==> src/rtl/mul_arbiter_if.sv <==
// Operation encoding and the request/response bundle shared by mul_arbiter and its requesters/consumer.
package mul_arbiter_pkg;
    typedef enum logic [3:0] {
        ALU_ADD    = 4'h0,
        ALU_SUB    = 4'h1,
        ALU_AND    = 4'h2,
        ALU_OR     = 4'h3,
        ALU_MUL    = 4'h8,
        ALU_MULH   = 4'h9,
        ALU_MULHSU = 4'hA,
        ALU_MULHU  = 4'hB
    } alu_t;
endpackage

interface mul_arbiter_if #(
    parameter int NUM_REQ = 2,
    parameter int TAG_W   = 5
);
    localparam int SRC_W = (NUM_REQ > 1) ? $clog2(NUM_REQ) : 1;

    logic [NUM_REQ-1:0]                 req_valid;
    logic [NUM_REQ-1:0]                 req_ready;
    mul_arbiter_pkg::alu_t [NUM_REQ-1:0] req_op;
    logic [NUM_REQ*32-1:0]              req_rs1;
    logic [NUM_REQ*32-1:0]              req_rs2;
    logic [NUM_REQ*TAG_W-1:0]           req_tag;
    logic                               resp_valid;
    logic                               resp_ready;
    logic [31:0]                        resp_data;
    logic [TAG_W-1:0]                   resp_tag;
    logic [SRC_W-1:0]                   resp_src;

    modport master (
        output req_valid, req_op, req_rs1, req_rs2, req_tag, resp_ready,
        input  req_ready, resp_valid, resp_data, resp_tag, resp_src
    );

    modport slave (
        input  req_valid, req_op, req_rs1, req_rs2, req_tag, resp_ready,
        output req_ready, resp_valid, resp_data, resp_tag, resp_src
    );
endinterface

==> src/rtl/mul_arbiter.sv <==
// Round-robin arbiter feeding one shared LAT-deep integer multiplier; results return in accept order.
// Optional flush input enabled by defining MUL_ARB_FLUSH_EN.
module mul_arbiter
    import mul_arbiter_pkg::*;
#(
    parameter int NUM_REQ = 2,
    parameter int LAT     = 2,
    parameter int TAG_W   = 5
) (
    input  logic         clk,
    input  logic         rst,
`ifdef MUL_ARB_FLUSH_EN
    input  logic         flush,
`endif
    mul_arbiter_if.slave bus
);
    localparam int SRC_W = (NUM_REQ > 1) ? $clog2(NUM_REQ) : 1;

    logic flushNow;
`ifdef MUL_ARB_FLUSH_EN
    assign flushNow = flush;
`else
    assign flushNow = 1'b0;
`endif

    logic [SRC_W-1:0] rrPtr_q, rrPtr_d;
    logic [SRC_W-1:0] grantIdx;
    logic [SRC_W-1:0] scanSel;
    int               scanIdx;
    logic             grantFound;
    logic             stall;
    logic             accept;

    logic             lastValid;
    logic [31:0]      lastData;
    logic [TAG_W-1:0] lastTag;
    logic [SRC_W-1:0] lastSrc;

    logic             s1Valid_q;
    alu_t             s1Op_q;
    logic [31:0]      s1Rs1_q, s1Rs2_q;
    logic [TAG_W-1:0] s1Tag_q;
    logic [SRC_W-1:0] s1Src_q;

    logic [63:0]      aExt, bExt, product;
    logic [31:0]      mulResult;

    // Flush wins over a stall: while flushing resp_valid is forced low, so nothing holds.
    assign stall  = lastValid & ~flushNow & ~bus.resp_ready;
    assign accept = grantFound & ~stall & ~flushNow;

    always_comb begin
        grantFound = 1'b0;
        grantIdx   = '0;
        scanIdx    = 0;
        scanSel    = '0;
        for (int k = 0; k < NUM_REQ; k++) begin
            scanIdx = int'(rrPtr_q) + k;
            if (scanIdx >= NUM_REQ) begin
                scanIdx = scanIdx - NUM_REQ;
            end
            scanSel = SRC_W'(scanIdx);
            if (!grantFound && bus.req_valid[scanSel]) begin
                grantFound = 1'b1;
                grantIdx   = scanSel;
            end
        end
    end

    always_comb begin
        bus.req_ready = '0;
        if (accept) begin
            bus.req_ready[grantIdx] = 1'b1;
        end
    end

    always_comb begin
        rrPtr_d = rrPtr_q;
        if (accept) begin
            rrPtr_d = (int'(grantIdx) == NUM_REQ - 1) ? '0 : grantIdx + SRC_W'(1);
        end
    end

    // Op resets to MUL so that with zero operands the LAT=1 output reads 0 out of reset.
    always_ff @(posedge clk) begin
        if (rst) begin
            rrPtr_q   <= '0;
            s1Valid_q <= 1'b0;
            s1Op_q    <= ALU_MUL;
            s1Rs1_q   <= '0;
            s1Rs2_q   <= '0;
            s1Tag_q   <= '0;
            s1Src_q   <= '0;
        end else begin
            rrPtr_q <= rrPtr_d;
            if (flushNow) begin
                s1Valid_q <= 1'b0;
            end else if (!stall) begin
                s1Valid_q <= accept;
                if (accept) begin
                    s1Op_q  <= bus.req_op[grantIdx];
                    s1Rs1_q <= bus.req_rs1[32*grantIdx +: 32];
                    s1Rs2_q <= bus.req_rs2[32*grantIdx +: 32];
                    s1Tag_q <= bus.req_tag[TAG_W*grantIdx +: TAG_W];
                    s1Src_q <= grantIdx;
                end
            end
        end
    end

    // One 64-bit multiplier serves all variants; extending each operand per its signedness yields the exact product.
    always_comb begin
        aExt = (s1Op_q == ALU_MULHU) ? {32'b0, s1Rs1_q} : {{32{s1Rs1_q[31]}}, s1Rs1_q};
        bExt = (s1Op_q == ALU_MUL || s1Op_q == ALU_MULH) ? {{32{s1Rs2_q[31]}}, s1Rs2_q}
                                                          : {32'b0, s1Rs2_q};
        product   = aExt * bExt;
        mulResult = 32'hDEADBEEF;
        case (s1Op_q)
            ALU_MUL:                         mulResult = product[31:0];
            ALU_MULH, ALU_MULHSU, ALU_MULHU: mulResult = product[63:32];
            default:                         mulResult = 32'hDEADBEEF;
        endcase
    end

    generate
        if (LAT == 1) begin : gLat1
            assign lastValid = s1Valid_q;
            assign lastData  = mulResult;
            assign lastTag   = s1Tag_q;
            assign lastSrc   = s1Src_q;
        end else begin : gLatN
            logic [LAT-2:0]   pValid_q;
            logic [31:0]      pData_q [LAT-1];
            logic [TAG_W-1:0] pTag_q  [LAT-1];
            logic [SRC_W-1:0] pSrc_q  [LAT-1];

            // The whole pipe moves as one; bubbles travel with it rather than being squeezed out.
            always_ff @(posedge clk) begin
                if (rst) begin
                    pValid_q <= '0;
                    for (int k = 0; k < LAT - 1; k++) begin
                        pData_q[k] <= '0;
                        pTag_q[k]  <= '0;
                        pSrc_q[k]  <= '0;
                    end
                end else if (flushNow) begin
                    pValid_q <= '0;
                end else if (!stall) begin
                    pValid_q[0] <= s1Valid_q;
                    pData_q[0]  <= mulResult;
                    pTag_q[0]   <= s1Tag_q;
                    pSrc_q[0]   <= s1Src_q;
                    for (int k = 1; k < LAT - 1; k++) begin
                        pValid_q[k] <= pValid_q[k-1];
                        pData_q[k]  <= pData_q[k-1];
                        pTag_q[k]   <= pTag_q[k-1];
                        pSrc_q[k]   <= pSrc_q[k-1];
                    end
                end
            end

            assign lastValid = pValid_q[LAT-2];
            assign lastData  = pData_q[LAT-2];
            assign lastTag   = pTag_q[LAT-2];
            assign lastSrc   = pSrc_q[LAT-2];
        end
    endgenerate

    assign bus.resp_valid = lastValid & ~flushNow;
    assign bus.resp_data  = lastData;
    assign bus.resp_tag   = lastTag;
    assign bus.resp_src   = lastSrc;
endmodule
==> src/flat_wrapper.sv <==
// flat-port wrapper written by rule: the top's interface ports become plain ports
module mul_arbiter_flat import mul_arbiter_pkg::*;
#(
    parameter int NUM_REQ = 2,
    parameter int LAT     = 2,
    parameter int TAG_W   = 5
)
  (clk, rst, bus_req_valid, bus_req_op, bus_req_rs1, bus_req_rs2, bus_req_tag, bus_resp_ready, bus_req_ready, bus_resp_valid, bus_resp_data, bus_resp_tag, bus_resp_src);
  mul_arbiter_if #(.NUM_REQ(NUM_REQ), .TAG_W(TAG_W)) bus_i ();
  input  logic clk;
  input  logic rst;
  input wire logic [$bits(bus_i.req_valid)-1:0] bus_req_valid;
  input wire logic [$bits(bus_i.req_op)-1:0] bus_req_op;
  input wire logic [$bits(bus_i.req_rs1)-1:0] bus_req_rs1;
  input wire logic [$bits(bus_i.req_rs2)-1:0] bus_req_rs2;
  input wire logic [$bits(bus_i.req_tag)-1:0] bus_req_tag;
  input wire logic [$bits(bus_i.resp_ready)-1:0] bus_resp_ready;
  output wire logic [$bits(bus_i.req_ready)-1:0] bus_req_ready;
  output wire logic [$bits(bus_i.resp_valid)-1:0] bus_resp_valid;
  output wire logic [$bits(bus_i.resp_data)-1:0] bus_resp_data;
  output wire logic [$bits(bus_i.resp_tag)-1:0] bus_resp_tag;
  output wire logic [$bits(bus_i.resp_src)-1:0] bus_resp_src;
  assign bus_i.req_valid = bus_req_valid;
  assign bus_i.req_op = bus_req_op;
  assign bus_i.req_rs1 = bus_req_rs1;
  assign bus_i.req_rs2 = bus_req_rs2;
  assign bus_i.req_tag = bus_req_tag;
  assign bus_i.resp_ready = bus_resp_ready;
  assign bus_req_ready = bus_i.req_ready;
  assign bus_resp_valid = bus_i.resp_valid;
  assign bus_resp_data = bus_i.resp_data;
  assign bus_resp_tag = bus_i.resp_tag;
  assign bus_resp_src = bus_i.resp_src;
  mul_arbiter #(.NUM_REQ(NUM_REQ), .LAT(LAT), .TAG_W(TAG_W)) u_core (.clk(clk), .rst(rst), .bus(bus_i));
endmodule
==> config.mk <==
export PLATFORM = sky130hd
export DESIGN_NAME = mul_arbiter_flat
export DESIGN_NICKNAME = d
export VERILOG_FILES = /design/src/rtl/mul_arbiter_if.sv /design/src/rtl/mul_arbiter.sv /design/src/flat_wrapper.sv
export SDC_FILE = /design/constraint.sdc
export NUM_CORES = 2
export LEC_CHECK = 0
export BUFFER_PORTS_ARGS = -buffer_cell sky130_fd_sc_hd__buf_2
export CORE_MARGIN = 4
export CORE_UTILIZATION = 40
export CTS_BUF_LIST = sky130_fd_sc_hd__clkbuf_16
export DETAILED_ROUTE_END_ITERATION = 10
export GPL_ROUTABILITY_DRIVEN = 0
export PLACE_DENSITY_LB_ADDON = 0.3
export SYNTH_ARGS = -nofsm -noshare
export SYNTH_HDL_FRONTEND = slang
export SYNTH_SLANG_ARGS = --single-unit
==> constraint.sdc <==
create_clock -name clk -period 9.69 [get_ports clk]
set_input_delay 2.4225 -clock clk [delete_from_list [all_inputs] [get_ports clk]]
set_output_delay 2.4225 -clock clk [all_outputs]
set_load 0.01 [all_outputs]
==> flow_summary.yaml <==
status:
  status: "finished clean"
clock_network:
  cts-root-buf: "clkbuf_16"
  cts_sinks: 115
  clk_pin_slew_worst_paths_ns: 0.06
  htreeDepth: 4
  clk_path_buf_depth: 2
  cts_tree: "yes"
  numCtsBuffers: 17
  insertion_delay_ns: 0.48
detailed_routing:
  drc_errors: 0
  drtIter0Drc: 2755
  wl_per_cell_um: 21.23
  wirelength_mm: 159.0
  first_pass_iters: 8
  dr_total_vias: 38530
  vias_per_cell: 5.145
  ant_nets: 0
layout:
  final_cell_mix: "1586 x inv_1, 1415 x fa_1, 825 x nand2_1"
  syn2layout_area_growth_pct: 8.651
  fill_cells: 12740
  post-route-util: 0.4387
  drive_gt1_frac: 0.08252
  fin_nets: 7609
  final_common_cell: "inv_1"
sta:
  slew_headroom: 0.08895
  finalCriticalPeriod_ns: 9.364
  finalHoldViolations: 0
  final_max_slew_viol_count: 0
  setup_viol_count_final: 0
  max_freq_mhz: 106.8
  hold_slack_ns: 0.4568
  skew_ns: 0.02475
  max_slew.worst_pin.slew_ns: 1.362
  fin_crit_sh: 0.9664
yosys:
  postSynthAreaPerCell_um2: 9.277
  synth_enable_flop_cells: 38
  ys_types: 80
  yosysSeqAreaShare: 0.05118
  syn-cell-area_mm2: 0.05242
  synthMuxAreaShare: 0.0007877
  synth_compound_area_frac: 0.05177
  synth_cells: 5650
  synthesis.nets: 7528
  synth_ff_type: "dfxtp_1"
  synth-async-reset-ratio: 0
  synth-simple-area-share: 0.1238
  synth_top_family_by_area: "adder cells"
  ys.warnings.count: 0
  synthXorXnorAreaFrac: 0.01988
  synth-seq-cells: 115
  synthAdderAreaFrac: 0.6162
power_and_ir_drop:
  peakVddDrop_mv: 0.4228
  power_switching_share: 0.5809
  power.switching_w: 0.007158
  p_leak_nw: 29.12
  comb_power_share: 0.886
  cellPowerDensity_mw_per_mm2: 216.4
  seq_power_share: 0.060
  p_int_w: 0.005165
  power.share.clock: 0.053
die:
  die_h_um: 370.0
  die_w_um: 370.0
  ioPinCount: 192
  rows: 132
  dieArea_mm2: 0.1369
  start_util: 0.4038
  core_area_mm2: 0.1298
worst_setup_path:
  r2r_start: "u_core.s1Rs2_q[6]"
  r2r_setup_slack_ns: 0.33
  critPathRequiredTime_ns: 9.89
  end_kind: "flip-flop"
  worst-setup-path-type: "reg -> reg"
  cp_max_fo: 21
  cp-startpoint: "u_core.s1Rs2_q[6]"
  r2r_end: "u_core.gLatN.pData_q[0][9]"
  crit_arrival_ns: 9.57
  r2r_cells: 27
  startpoint_type: "flip-flop"
  crit_end: "u_core.gLatN.pData_q[0][9]"
global_route:
  grt_pass1_vias: 43160
  antenna_found_initial: 5
  grt_pass1_wl_mm: 251.7
  grtUsageTotal: 0.2399
  grt.overflow.total: 0
  grt_max_degree: 77
worst_hold_path:
  worstHoldPathType: "reg -> reg"
placement:
  buffer_ports.inserted: 191
  dpl.hpwl_mm: 133.7
run:
  cap_violations: 0
## critical path, stage by stage (launching register included)
cell and delay [ns]:
dfxtp_1 0.80, buf_4 0.43, nand2_1 0.12, fa_1 0.49, inv_1 0.05, fa_1 0.55, fa_1 0.45, fa_1 0.50
fa_1 0.52, fa_1 0.51, inv_1 0.07, fa_1 0.50, inv_1 0.04, ha_1 0.26, inv_1 0.05, fa_1 0.49
inv_1 0.05, fa_1 0.45, ha_1 0.44, nand2_1 0.11, or4_4 0.47, a2111oi_4 0.32, a21boi_2 0.25, nor3_2 0.10
o21ai_4 0.26, nor2_1 0.13, xor2_1 0.22, a221oi_2 0.48
## synth_stat cells, types with 5 or more instances
cell type | number | area (µm²)
nand2b_1 | 12 | 75.07
a21oi_2 | 6 | 52.55
and2_1 | 367 | 2296
buf_2 | 8 | 40.04
nand3_1 | 14 | 70.07
nand4_1 | 17 | 106.4
a31oi_1 | 11 | 68.82
a222oi_1 | 72 | 720.7
nor2_1 | 137 | 514.2
a221oi_1 | 12 | 105.1
nand2_1 | 825 | 3097
xnor2_1 | 82 | 718.2
a31o_2 | 5 | 43.79
o21ai_0 | 37 | 185.2
buf_1 | 20 | 75.07
a21o_1 | 36 | 270.3
o211ai_1 | 6 | 45.04
edfxtp_1 | 38 | 1141
nor4_1 | 6 | 37.54
xor2_1 | 37 | 324.1
ha_1 | 308 | 3854
nor3_1 | 14 | 70.07
fa_1 | 1419 | 28410
o21bai_1 | 16 | 120.1
o21a_1 | 12 | 90.09
and3_1 | 6 | 37.54
a21oi_1 | 91 | 455.4
dfxtp_1 | 77 | 1541
inv_1 | 1587 | 5957
o21ai_1 | 8 | 40.04
clkbuf_1 | 277 | 1040
## layer usage
metal | GRT usage | part of all wire | vias to the layer above
li1 | - | - | 16440
met1 | 0.2954 | 0.39 | 20310
met2 | 0.4351 | 0.51 | 1454
met3 | 0.02826 | 0.061 | 337
met4 | 0.08225 | 0.042 | 0
met5 | 0 | 0 | -
## worst min path at each step
stage / slack [ns] / depth (start not counted) / from / to
finish: 0.46 / 2 / u_core.s1Valid_q / u_core.s1Valid_q
CTS: 0.46 / 2 / u_core.s1Valid_q / u_core.s1Valid_q
detailed placement: 0.45 / 2 / u_core.s1Valid_q / u_core.s1Valid_q
global route: 0.51 / 2 / u_core.s1Valid_q / u_core.s1Valid_q
floorplan: 0.44 / 2 / u_core.s1Valid_q / u_core.s1Valid_q
global placement: 0.45 / 2 / u_core.s1Valid_q / u_core.s1Valid_q
## state kept, by name, summed over array words and instances (netlist names)
signal,count
u_core.gLatN.pSrc_q,1
u_core.gLatN.pData_q,32
u_core.s1Valid_q,1
u_core.gLatN.pTag_q,5
u_core.s1Src_q,1
u_core.s1Rs1_q,32
u_core.rrPtr_q,1
u_core.s1Rs2_q,32
u_core.s1Tag_q,5
u_core.bus.resp_valid,1
u_core.s1Op_q,4
## power by group through the flow
stage               Clock (W)  Sequential, W  Combinational, W
CTS                  0.000672       0.000741            0.0107
detailed placement          0       0.000751            0.0106
global route         0.000684       0.000749            0.0121
floorplan                   0       0.000675           0.00704
finish               0.000657       0.000745            0.0109
global placement            0       0.000752            0.0105
## area by class of cell
type	instances	area (µm²)	share of cell area
Antenna cell	3	7.507	0.0001318
Tap cell	1742	2180	0.03827
Multi-Input combinational cell	3638	42700	0.7498
Clock buffer	18	450.4	0.007909
Inverter	1588	5961	0.1047
Sequential cell	115	2706	0.04752
Clock inverter	14	126.4	0.002219
Timing Repair Buffer	371	2816	0.04945
## cells by family after synthesis
logic type,count (synthesis)
AOI/OAI and AO/OA,362
buffers and inverters,1897
DFF,115
and+or+nand+nor,1422
xor gates and xnor gates,119
muxes,4
adders and majority gates,1731
## metrics by stage
stage | instances | instance area (µm²) | setup TNS (ns) | setup slack, ns | total power [W]
6_report | 7489 | 56950 | 0 | 0.3255 | 0.01232
5_1_grt | 7486 | 56940 | -0.06080 | -0.02131 | 0.01353
4_1_cts | 7480 | 56800 | 0 | 0.06665 | 0.01210
3_5_place_dp | 7448 | 56220 | 0 | 0.1344 | 0.01136
3_3_place_gp | 7448 | 56220 | 0 | 0.3074 | 0.01130
2_1_floorplan | 5650 | 52420 | 0 | 0.4056 | 0.007715
## repair_timing
item | 4_1_cts | 5_1_grt
hold buffers | 0 | 0
gates resized for setup | 0 | 25
setup buffers | 0 | 5
setup endpoints to repair | 0 | 11
No activity file was read; power rests on OpenSTA's default activity.
